<file path="src/rtl/muldiv_pkg.sv">
// Shared encodings for the multi-cycle multiply/divide sequencer.
// The state and op codes match the execute-stage control encodings.
package muldiv_pkg;

    typedef enum logic [1:0] {
        IDLE = 2'b00,
        RUN  = 2'b01,
        DONE = 2'b10
    } state_e;

    localparam logic OP_MUL = 1'b0;
    localparam logic OP_DIV = 1'b1;

endpackage

</file>
<file path="src/rtl/muldiv_step.sv">
// One iteration of the shift-add multiply / restoring shift-subtract divide loop.
// Purely combinational; built around a single WIDTH+1-bit adder with invert and carry-in.
module muldiv_step
    import muldiv_pkg::*;
#(
    parameter int unsigned WIDTH = 16
) (
    input  logic [WIDTH-1:0] acc_hi,
    input  logic [WIDTH-1:0] acc_lo,
    input  logic [WIDTH-1:0] b,
    input  logic             op,
    output logic [WIDTH-1:0] acc_hi_nxt,
    output logic [WIDTH-1:0] acc_lo_nxt
);

    logic [WIDTH:0]   add_a;
    logic [WIDTH:0]   add_b;
    logic             add_cin;
    logic [WIDTH+1:0] add_sum;
    logic             no_borrow;

    assign add_sum   = {1'b0, add_a} + {1'b0, add_b} + (WIDTH + 2)'(add_cin);
    assign no_borrow = add_sum[WIDTH+1];

    always_comb begin
        add_a      = '0;
        add_b      = '0;
        add_cin    = 1'b0;
        acc_hi_nxt = acc_hi;
        acc_lo_nxt = acc_lo;
        if (op == OP_MUL) begin
            add_a      = {1'b0, acc_hi};
            add_b      = acc_lo[0] ? {1'b0, b} : '0;
            add_cin    = 1'b0;
            // {carry, sum, acc_lo} shifted right by one
            acc_hi_nxt = add_sum[WIDTH:1];
            acc_lo_nxt = {add_sum[0], acc_lo[WIDTH-1:1]};
        end else begin
            // Partial remainder is WIDTH+1 bits after the left shift
            add_a      = {acc_hi, acc_lo[WIDTH-1]};
            add_b      = ~{1'b0, b};
            add_cin    = 1'b1;
            acc_hi_nxt = no_borrow ? add_sum[WIDTH-1:0] : add_a[WIDTH-1:0];
            acc_lo_nxt = {acc_lo[WIDTH-2:0], no_borrow};
        end
    end

endmodule

</file>
<file path="src/rtl/muldiv_seq.sv">
// Multi-cycle unsigned multiply/divide sequencer with start/busy/done handshake.
// Stalls upstream stages while an operation is in flight.
module muldiv_seq
    import muldiv_pkg::*;
#(
    parameter int unsigned WIDTH = 16,
    parameter int unsigned CNT_W = 5
) (
    input  logic             clk,
    input  logic             rst,
    input  logic             start,
    input  logic             op,
    input  logic             flush,
    input  logic [WIDTH-1:0] A,
    input  logic [WIDTH-1:0] B,
    output logic             busy,
    output logic             stall,
    output logic             done,
    output logic [WIDTH-1:0] result_lo,
    output logic [WIDTH-1:0] result_hi,
    output logic             div_by_zero
);

    localparam logic [CNT_W-1:0] LAST_CNT = CNT_W'(WIDTH - 1);

    state_e           state;
    logic [CNT_W-1:0] cnt;
    logic [WIDTH-1:0] acc_hi;
    logic [WIDTH-1:0] acc_lo;
    logic [WIDTH-1:0] b_q;
    logic             op_q;
    logic             dz_q;
    logic [WIDTH-1:0] step_hi;
    logic [WIDTH-1:0] step_lo;

    muldiv_step #(
        .WIDTH (WIDTH)
    ) u_step (
        .acc_hi     (acc_hi),
        .acc_lo     (acc_lo),
        .b          (b_q),
        .op         (op_q),
        .acc_hi_nxt (step_hi),
        .acc_lo_nxt (step_lo)
    );

    assign busy  = (state != IDLE);
    assign stall = busy | (start & (state == IDLE));

    always_ff @(posedge clk) begin
        if (rst) begin
            state       <= IDLE;
            cnt         <= '0;
            acc_hi      <= '0;
            acc_lo      <= '0;
            b_q         <= '0;
            op_q        <= OP_MUL;
            dz_q        <= 1'b0;
            done        <= 1'b0;
            div_by_zero <= 1'b0;
            result_lo   <= '0;
            result_hi   <= '0;
        end else begin
            done <= 1'b0;
            case (state)
                IDLE: begin
                    if (start && !flush) begin
                        b_q         <= B;
                        op_q        <= op;
                        cnt         <= '0;
                        div_by_zero <= 1'b0;
                        if (op == OP_DIV && B == '0) begin
                            acc_hi <= A;
                            acc_lo <= '1;
                            dz_q   <= 1'b1;
                            state  <= DONE;
                        end else begin
                            acc_hi <= '0;
                            acc_lo <= A;
                            dz_q   <= 1'b0;
                            state  <= RUN;
                        end
                    end
                end
                RUN: begin
                    if (flush) begin
                        state <= IDLE;
                    end else begin
                        acc_hi <= step_hi;
                        acc_lo <= step_lo;
                        cnt    <= cnt + 1'b1;
                        if (cnt == LAST_CNT) begin
                            state <= DONE;
                        end
                    end
                end
                DONE: begin
                    // Results are published only on completion, so a flush here
                    // leaves the previous results visible.
                    state <= IDLE;
                    if (!flush) begin
                        done        <= 1'b1;
                        result_lo   <= acc_lo;
                        result_hi   <= acc_hi;
                        div_by_zero <= dz_q;
                    end
                end
                default: state <= IDLE;
            endcase
        end
    end

endmodule

</file>
<file path="config.mk">
export PLATFORM = sky130hd
export DESIGN_NAME = muldiv_seq
export DESIGN_NICKNAME = d
export VERILOG_FILES = /design/src/rtl/muldiv_pkg.sv /design/src/rtl/muldiv_step.sv /design/src/rtl/muldiv_seq.sv
export SDC_FILE = /design/constraint.sdc
export NUM_CORES = 1
export LEC_CHECK = 0
export CORE_MARGIN = 2
export CORE_UTILIZATION = 56
export CTS_CLUSTER_DIAMETER = 30
export DETAILED_ROUTE_END_ITERATION = 8
export HOLD_SLACK_MARGIN = 0.02
export PLACE_DENSITY = 0.84
export SLEW_MARGIN = 20
export SYNTH_ARGS = -nofsm -noshare
export SYNTH_HDL_FRONTEND = slang
export SYNTH_HIERARCHICAL = 1
export SYNTH_SLANG_ARGS = --single-unit
</file>
<file path="constraint.sdc">
create_clock -name clk -period 4.3 [get_ports clk]
set_clock_uncertainty 0.05 [all_clocks]
set_input_delay 0.43 -clock clk [delete_from_list [all_inputs] [get_ports clk]]
set_output_delay 0.43 -clock clk [all_outputs]
set_load 0.01 [all_outputs]
</file>
[After elaboration in Yosys (flattened, before gate mapping)]
Index checks and enable logic that the tools add are counted.
Word-level totals
  flip-flop bits (word level): 91
Cells by class
  add/subtract/negate cells: 3
  equal/unequal tests: 7
  muxes and demuxes: 28
  bitwise operators: 5
  reduce and logical (&&, ||, !) cells: 14
Operators by type and width (count)
  16-bit two-way mux: 10
  16-bit one-hot mux with 2 select lines: 2
  17-bit two-way mux: 2
  17-bit by 17-bit adder with 18-bit output: 1
  18-bit by 1-bit adder with 18-bit output: 1
  16-bit NOT with 17-bit output: 1
  16-bit logical NOT: 1
  5-bit two-way mux: 2
  5-bit one-hot mux with 2 select lines: 1
  2-bit two-way mux: 4
  2-bit AND reduction: 3
  3-bit AND reduction: 2
  2-bit nonzero test: 3
  5-bit by 1-bit adder with 5-bit output (second input constant): 1
  5-bit by 4-bit == test with 1-bit output (second input constant): 1
  1-bit two-way mux: 5
  2-bit != test (second input constant): 2
  2-bit one-hot mux with 2 select lines: 1
  3-bit != test (second input constant): 1
  2-bit by 1-bit == test with 1-bit output (second input constant): 1
  2-bit == test (second input constant): 1
  1-bit logical AND: 2
  2-bit logical NOT: 1
  2-bit by 1-bit != test with 1-bit output (second input constant): 1
  other kinds (6): 7

[Longest topological paths before layout]
Gate-level depths: netlist (run 1).
  depth after elaboration: 8
  depth in mapped cells: 17
  gate-level depth less buffers: 14

[By module]
Netlist (run 1), hierarchy kept.
Modules (own cells, without submodules)
  muldiv_seq: instances 1, cells an instance 442, area an instance 3752.3 um^2, seq. area each 1821.7 um^2
  muldiv_step: instances 1, cells an instance 237, area an instance 1661.6 um^2, seq. area each 0.0 um^2

[Worst setup path before layout (run 1)]
No wires, ideal clock.
  path type: flip-flop to flip-flop
  from: reg op_q
  to: reg acc_hi[10]
  arrival time: 3.365 ns
  data required time: 4.113 ns
  slack: 0.748 ns
  stages on the path, launching flop included: 16
  path buffers: 4
  period minus slack after synthesis: 3.552 ns
  path through: dfxtp_1 > clkbuf_1 > buf_1 > clkbuf_1 > o21ai_0 > ha_1 > a21oi_2 > a21boi_4 > a2bb2oi_2 > o211ai_4 > a311o_1 > buf_6 > and3_1 > a311o_1 > nand2_1 > a31oi_1
On the way
  word-level cells in the longest chain between the ends: 7
  elaborated cells on any way between the ends: 9
  those cells by class: add/sub: 2; mux: 7
Ends and longest elaborated chain
  start, declared: RTL line muldiv_seq.sv:31  | logic op_q;
  start signal, assigned: RTL line muldiv_seq.sv:69  | op_q <= op;
  17-bit two-way mux: RTL line muldiv_step.sv:31  | if (op == OP_MUL) begin
  17-bit by 17-bit adder with 18-bit output: RTL line muldiv_step.sv:22  | assign add_sum = {1'b0, add_a} + {1'b0, add_b} + (WIDTH + 2)'(add_cin);
  18-bit by 1-bit adder with 18-bit output: RTL line muldiv_step.sv:22
  16-bit two-way mux: RTL line muldiv_step.sv:43  | acc_hi_nxt = no_borrow ? add_sum[WIDTH-1:0] : add_a[WIDTH-1:0];
  16-bit two-way mux (*): RTL line muldiv_step.sv:31
  named net step_hi[10]: RTL line muldiv_seq.sv:33  | logic [WIDTH-1:0] step_hi;
  16-bit two-way mux (*): RTL line muldiv_seq.sv:86  | if (flush) begin
  16-bit one-hot mux with 2 select lines (*): RTL line muldiv_seq.sv:65  | case (state)
  end signal, assigned: RTL line muldiv_seq.sv:89  | acc_hi <= step_hi;
  end, declared: RTL line muldiv_seq.sv:28  | logic [WIDTH-1:0] acc_hi;
The timed path passes the listed nets; every way through them passes the cells marked *. The select of a mux whose other input is x is not followed.
A chain may end at the register's enable or synchronous reset.

[Worst setup path in the final report (run 1)]
Ends and elaborated chain as after synthesis.

==> results of run 1 <==
==> worst min-delay path, cell delays in order (launching register included) <==
cell and delay (ps):
dfxtp_1 320, nand2_1 50, a21oi_1 50
==> per-layer routing <==
| metal | vias to the layer above | part of all wire |
|---|---|---|
| met2 | 195 | 0.48 |
| met4 | 0 | 0.027 |
| li1 | 2475 | - |
| met1 | 2371 | 0.44 |
| met5 | - | 0 |
| met3 | 35 | 0.052 |
==> power by group through the flow <==
stage / clock [mW] / sequential, mW / combinational [mW]
finish: 0.625 / 0.905 / 0.325
global route: 0.660 / 0.909 / 0.355
CTS: 0.628 / 0.903 / 0.319
detailed placement: 0 / 0.923 / 0.318
global placement: 0 / 0.922 / 0.308
floorplan: 0 / 0.910 / 0.229
==> synth_stat cells, types with 3 or more instances <==
library cell,number,area (sq um)
inv_1,9,33.78
nand3_1,9,45.04
xnor2_1,4,35.03
a21oi_1,59,295.3
buf_1,4,15.01
nand2b_1,4,25.02
or3_1,3,18.77
o21a_1,3,22.52
mux2_1,16,180.2
and3_1,5,31.28
nand2_1,160,600.6
a31oi_1,22,137.6
o21bai_1,18,135.1
nor3b_1,3,22.52
nor3_1,10,50.05
o31ai_1,3,22.52
dfxtp_1,91,1822
o21ai_1,10,50.05
clkbuf_1,34,127.6
buf_2,9,45.04
a311o_1,3,30.03
nor2b_1,3,18.77
nor2_1,25,93.84
mux2_2,24,270.3
or4_1,3,22.52
xor2_1,7,61.31
and2_1,6,37.54
a21o_1,5,37.54
mux2i_1,24,240.2
o21ai_0,33,165.2
ha_1,17,212.7
nand4_1,18,112.6
==> state kept, by name (all words and copies together) (netlist names) <==
name and count:
acc_hi 16, b_q 16, div_by_zero 1, dz_q 1
done 1, op_q 1, acc_lo 16, state 2
cnt 5, result_hi 16, result_lo 16
==> worst max path at each step <==
| stage | start | endpoint | slack, ps | cells after the start |
|---|---|---|---|---|
| after floorplan | op_q | acc_hi[10] | 750 | 15 |
| final | op_q | acc_hi[10] | 390 | 12 |
| after global routing | op_q | acc_hi[10] | 60 | 12 |
| after global placement | op_q | acc_hi[10] | 640 | 12 |
| after CTS | op_q | acc_hi[10] | 450 | 12 |
| after detailed placement | op_q | acc_hi[10] | 470 | 12 |
==> per-stage QoR <==
step                  util  cell area [sq um]  std cells  hold slack [ps]  worst slack (ps)
floorplan                -               5414        679            394.3             747.8
global placement    0.6575               6133        835            393.2             636.8
detailed placement  0.6575               6133        835            396.5             465.9
CTS                 0.6803               6346        851            411.4             447.0
global route        0.6814               6356        851            430.6             56.10
finish              0.6814               6356        851            408.2             392.6
==> cell families (layout without fill, tap and decap cells) <==
family          after synthesis  in the layout  synth area share
simple gates                261            261            0.2226
mux                          64             64            0.1276
flops                        91             91            0.3365
buf+inv                      60            103           0.04714
compound gates              173            173            0.2018
xor+xnor                     11             11           0.01779
fa+ha+maj                    19             19           0.04668
==> cell type report <==
type	instances	area, sq um	share of cell area
Multi-Input combinational cell	528	3356	0.5280
Sequential cell	91	1823	0.2868
Timing Repair Buffer	77	765.7	0.1205
Tap cell	129	161.4	0.02539
Clock buffer	9	123.9	0.01949
Clock inverter	7	88.84	0.01398
Inverter	10	37.54	0.005906
==> results.cfg, run 1 <==
[grt]
gr-total-overflow = 0
grt_pass1_vias = 4688
met2_usage = 0.4469
grt_use_total = 0.2671
busiest_layer = met2
grt_use_met3 = 0.02873
use_met1 = 0.3556
grt_max_degree = 65
grt_pass1_wl_um = 22380
antenna_found_initial = 0

[finish]
diodes = 0
nFillCells = 762
drive_gt1_frac = 0.09003
final_common_cell = nand2_1
syn2layout_area_growth_pct = 17.40
final_cell_mix = 159 x nand2_1, 90 x dfxtp_1, 71 x clkdlybuf4s50_1, 59 x a21oi_1, 33 x o21ai_0
final_nets = 773

[worst_setup_path]
max_stage_delay_ps = 590
cp-start-kind = flip-flop
r2r_cells = 12
worst-path-buf-inv = 1
crit_path_end_kind = flip-flop
slowest_stage = a311o_1
path_max_fanout = 20
cp_top_family = compound AO/OA/AOI/OAI gates
ff2ff_setup_slack_ps = 390
crit_path_cell_trace = clkinv_1, o21ai_0, ha_1, nor2b_1, o31a_1, a21oi_2, o211ai_4, a311o_1, and3_1, a311o_1, nand2_1, a31oi_1
reg2reg_from = op_q
reg2reg_to = acc_hi[10]
cpMostUsedCell = a311o_1
crit_arrival_ps = 4060
worst_ep_required_time_ps = 4450
crit_type = reg -> reg

[pwr]
pwr-share-comb = 0.175
ir_drop_uv = 203.6
swShare = 0.2978
power_mw = 1.854
seq_power_share = 0.488
p_leak_nw = 2.342
p_switching_mw = 0.5522
p_int_mw = 1.302
clock_power_share = 0.337
p_per_area_mw_per_mm2 = 291.7

[clock_network]
cts_resized = 0
tritoncts = done
clk_path_buf_depth = 2
postCtsSetupRepairBufs = 0
clkLatencyLatePin_ps = 370
cts_buffers = 9
clkTransAtPathRegs_ps = 90
cts-root-buf = clkbuf_8
cts-hold-fix-buffers = 0
cts_num_sinks = 91
htreeDepth = 3

[yosys]
synthesis.area_sq_mm = 0.005414
synth_warnings = 6
syn-num-nets = 735
ys_ff_latch = 91
avgSynthCellArea_sq_um = 7.973
synthFlopType = dfxtp_1
synth-edff-count = 0
synth_cell_types = 59
seq_area_frac_synth = 0.3365
syn_inst = 679
synthArstFlopShare = 0

[floorplanning]
die_w_um = 102.3
initial_core_util = 0.5804
ios = 73
rows = 35
coreArea_sq_mm = 0.009328
design.die.area_sq_mm = 0.01047
fp.dieH_um = 102.3

[timing]
fmax_ghz = 0.2559
finalHoldViolations = 0
setup_violations = 0
maxSlewHeadroom = 0.2892
rsz0062_at_grt = no
post-route-period-util = 0.9087
tightestPinTransition_ps = 1066
min_period_ps = 3907
setup_tns_ps = 0
drv_slew = 0

[route]
drc = 0
wl_per_cell_um = 16.12
drt_iter0_drc = 440
wl_um = 13720
postRouteAntennaNets = 0
routed_via_density = 5.965
dr.pass1.iters = 5
vias = 5076

[min_path]
whs_endpoint = result_hi[1]
hold_path_depth = 2
hp-class = reg -> reg
worstHoldStart = result_hi[1]

[job]
drv_cap = 0

[place]
dp_hpwl_um = 9986
gp_congestion = 0.8855
io_buffers = 72

[outcome]
outcome = completed
Note: power is estimated with default switching activity, not from simulation.
==> run 2: changes to the inputs <==
--- a/config.mk
+++ b/config.mk
@@ -11,6 +11,7 @@
 export DETAILED_ROUTE_END_ITERATION = 8
 export HOLD_SLACK_MARGIN = 0.02
 export PLACE_DENSITY = 0.84
+export SETUP_SLACK_MARGIN = 0.5
 export SLEW_MARGIN = 20
 export SYNTH_ARGS = -nofsm -noshare
 export SYNTH_HDL_FRONTEND = slang
==> results.cfg, run 2 (same netlist as run 1, synthesis figures left out) <==
[clock_network]
htreeDepth = 3
cts_num_sinks = 91
clkTransAtPathRegs_ps = 100
clk_path_buf_depth = 2
cts_buffers = 9
clkLatencyLatePin_ps = 370
cts-root-buf = clkbuf_8
tritoncts = done

[grt]
grt_pass1_wl_um = 22380
grt_use_total = 0.2671
grt_pass1_vias = 4688
grt_max_degree = 65
gr-total-overflow = 0
met2_usage = 0.4469
busiest_layer = met2
grt_use_met3 = 0.02873
use_met1 = 0.3556
antenna_found_initial = 0

[floorplanning]
die_w_um = 102.3
initial_core_util = 0.5804
coreArea_sq_mm = 0.009328
design.die.area_sq_mm = 0.01047
rows = 35
fp.dieH_um = 102.3
ios = 73

[route]
postRouteAntennaNets = 0
routed_via_density = 6.013
wl_per_cell_um = 16.22
drc = 0
dr.pass1.iters = 5
drt_iter0_drc = 409
wl_um = 13930
vias = 5165

[timing]
min_period_ps = 3562
setup_ws_ps = 738.2
holdWs_ps = 407.9
setup_violations = 0
drv_slew = 0
rsz0062_at_grt = no
finalHoldViolations = 0
fmax_ghz = 0.2808
post-route-period-util = 0.8283
setup_tns_ps = 0
maxSlewHeadroom = 0.2853
tightestPinTransition_ps = 1072

[place]
io_buffers = 72
pre_cts_ws_ps = 465.9
gp_congestion = 0.8855
dp_hpwl_um = 9986

[finish]
final_nets = 781
postLayoutCoreUtil = 0.6911
drive_gt1_frac = 0.1027
syn2layout_area_growth_pct = 19.07
final_cell_mix = 159 x nand2_1, 90 x dfxtp_1, 71 x clkdlybuf4s50_1, 59 x a21oi_1, 32 x o21ai_0
diodes = 0
final_common_cell = nand2_1

[worst_setup_path]
reg2reg_from = op_q
path_max_fanout = 32
crit_arrival_ps = 3710
crit_type = reg -> reg
cp-start-kind = flip-flop
crit_path_end_kind = flip-flop
crit_start = op_q
worst_ep_required_time_ps = 4450

[pwr]
ir_drop_uv = 203.9
p_leak_nw = 2.389
power_mw = 1.867
p_per_area_mw_per_mm2 = 289.7

[job]
drv_cap = 0

[min_path]
hp-class = reg -> reg
worstHoldStart = result_hi[1]

[outcome]
outcome = completed
-- run 2: routing by layer --
metal | vias up | part of all wire
met5 | - | 0
met4 | 0 | 0.028
met3 | 39 | 0.055
met2 | 202 | 0.49
met1 | 2426 | 0.43
li1 | 2498 | -
-- run 2: worst paths after layout --
path                            depth (start not counted)  slack, ps      endpoint
worst min register to register                          2        410  result_hi[1]
worst min-delay path                                    2        410  result_hi[1]
worst max-delay path                                   15        740    acc_hi[10]
worst max register to register                         15        740    acc_hi[10]
-- run 2: stage by stage --
| stage | cell area, sq um | cells |
|---|---|---|
| after detailed placement | 6133 | 835 |
| after CTS | 6346 | 851 |
| final | 6446 | 859 |
| after global placement | 6133 | 835 |
| after global routing | 6446 | 859 |
| after floorplan | 5414 | 679 |
-- run 2: critical path: stages (launching register included) --
cell       delay [ps]
dfxtp_2           450
buf_12            230
nor2b_1            90
buf_4             180
nand2_1            70
o21ai_0            80
ha_1              360
a21oi_2           200
a21boi_4          240
a2bb2oi_2         230
o211ai_4          140
a311o_2           450
and3_1            220
a311o_1           260
nand2_1            70
a31oi_1            80
-- run 2: layout make-up --
class	instances	area (sq um)
inverters	10	41.29
flip-flops and latches	91	1823
clock buffers	9	123.9
fillers	741	2882
repair buffers	85	843.3
multi-input cells	528	3364
clock inverters	7	88.84
well taps	129	161.4
-- run 2: where the power goes --
group	internal [mW]	switching (mW)	total, mW
Clock	0.284	0.342	0.627
Combinational	0.155	0.181	0.335
Sequential	0.871	0.0346	0.905
-- run 2: repair_timing --
item | 4_1_cts | 5_1_grt
resized for setup | 1 | 3
cloned | 0 | 1
pin swaps | 0 | 2
buffers inserted | 0 | 7
endpoints found under the setup margin | 2 | 16
hold buffers | 0 | 0
==> run 3: changes to the inputs <==
==> constraint.sdc (replaced) <==
create_clock -name clk -period 3.6 [get_ports clk]
set_clock_uncertainty 0.05 [all_clocks]
set_input_delay 0.36 -clock clk [delete_from_list [all_inputs] [get_ports clk]]
set_output_delay 0.36 -clock clk [all_outputs]
set_load 0.01 [all_outputs]
==> results.cfg, run 3 (same netlist as run 1, synthesis figures left out) <==
[job]
drv_cap = 0

[clock_network]
clk_path_buf_depth = 2
cts_buffers = 9
tritoncts = done
clkLatencyLatePin_ps = 370
cts-root-buf = clkbuf_8
htreeDepth = 3
cts_num_sinks = 91
clkTransAtPathRegs_ps = 100

[grt]
grt_max_degree = 61
grt_pass1_vias = 5195
grt_pass1_wl_um = 24650
gr-total-overflow = 0
grt_use_total = 0.2963
antenna_found_initial = 0

[place]
dp_hpwl_um = 9948
io_buffers = 72
gp_congestion = 0.8645

[pwr]
p_leak_nw = 2.630
p_switching_mw = 0.7435
clock_power_share = 0.307
swShare = 0.3210
seq_power_share = 0.468
power_mw = 2.316
p_int_mw = 1.573
p_per_area_mw_per_mm2 = 326.1
ir_drop_uv = 269.0
pwr-share-comb = 0.225

[floorplanning]
die_w_um = 102.3
design.die.area_sq_mm = 0.01047
ios = 73
rows = 35
fp.dieH_um = 102.3
coreArea_sq_mm = 0.009328
initial_core_util = 0.5804

[worst_setup_path]
path_max_fanout = 6
cp-start-kind = flip-flop
crit_path_end_kind = flip-flop
worst_ep_required_time_ps = 3800
crit_arrival_ps = 3560
crit_type = reg -> reg

[timing]
drv_slew = 0
maxSlewHeadroom = 0.3500
setup_tns_ps = 0
min_period_ps = 3365
tightestPinTransition_ps = 972.7
rsz0062_at_grt = yes
finalHoldViolations = 0
setup_violations = 0
fmax_ghz = 0.2972
holdWs_ps = 407.6
post-route-period-util = 0.9348

[finish]
nFillCells = 658
final_nets = 820
drive_gt1_frac = 0.1977
final_cell_mix = 159 x nand2_1, 90 x dfxtp_1, 71 x clkdlybuf4s50_1, 55 x a21oi_1, 41 x buf_4
final_common_cell = nand2_1
register_area_sq_mm = 0.001826
syn2layout_area_growth_pct = 31.22
multi_input_area_sq_mm = 0.003654
diodes = 0
postLayoutCoreUtil = 0.7616

[route]
vias = 5522
dr.pass1.iters = 6
wl_per_cell_um = 18.12
postRouteAntennaNets = 0
wl_um = 16270
drc = 0
drt_iter0_drc = 496
routed_via_density = 6.149

[min_path]
hp-class = reg -> reg

[outcome]
outcome = completed
-- run 3: changes by cell type in the layout (fill, tap and decap cells not counted), sizes merged --
cell / change
buf: +39
clkinv: +2
clkinvlp: -2
bufbuf: +1
bufinv: -1
clkbuf: -1
inv: +1
-- run 3: path summary, 6_finish.rpt --
path             endpoint          from  slack, ps  cells after the start
max             acc_hi[7]          op_q        230                     15
min reg2reg  result_hi[8]  result_hi[8]        410                      2
max reg2reg     acc_hi[7]          op_q        230                     15
min          result_hi[8]  result_hi[8]        410                      2
-- run 3: through the flow --
step                setup slack (ps)  std cells  cell area, sq um
floorplan                      495.7        679              5498
global placement               257.4        846              6262
global route                   123.3        898              7104
CTS                            415.2        889              6917
detailed placement             196.4        846              6262
finish                         234.9        898              7104
-- run 3: worst max-delay path, stage by stage (launching register included) --
cell	delay [ps]
dfxtp_4	450
buf_12	130
buf_16	110
mux2i_4	250
fa_2	290
inv_2	50
fa_2	360
a21oi_2	160
o211ai_1	210
nor2_2	250
o21ai_2	110
xor2_1	190
and2_1	150
a311o_1	340
nand2_1	70
a31oi_1	70
-- run 3: final cells by class --
type,instances,share of cell area
clock buffers,9,0.01744
clock inverters,7,0.01074
inverters,10,0.006340
multi-input cells,528,0.5143
flip-flops and latches,91,0.2570
well taps,129,0.02272
repair buffers,124,0.1715
-- run 3: what timing repair did --
item                                    4_1_cts  5_1_grt
hold buffers                                  0        0
hold endpoints to repair                      0        0
resized for setup                            45       30
buffers inserted                             23        9
gates cloned                                  4        0
pin swaps                                    21       25
endpoints found under the setup margin       17       17
-- run 3: metal layers --
layer  wire length [um]  GRT usage  vias to the layer above
met2               7936     0.5076                      316
met1               6420     0.3631                     2554
met3               1181    0.06019                       82
met4                730     0.1241                        0
li1                   -          -                     2570
met5                  0          0                        -
-- run 3: power groups by stage --
stage / clock [mW] / sequential, mW / combinational [mW]
floorplan: 0 / 1.09 / 0.284
global placement: 0 / 1.10 / 0.384
detailed placement: 0 / 1.10 / 0.394
CTS: 0.712 / 1.08 / 0.459
global route: 0.749 / 1.09 / 0.552
finish: 0.710 / 1.08 / 0.522
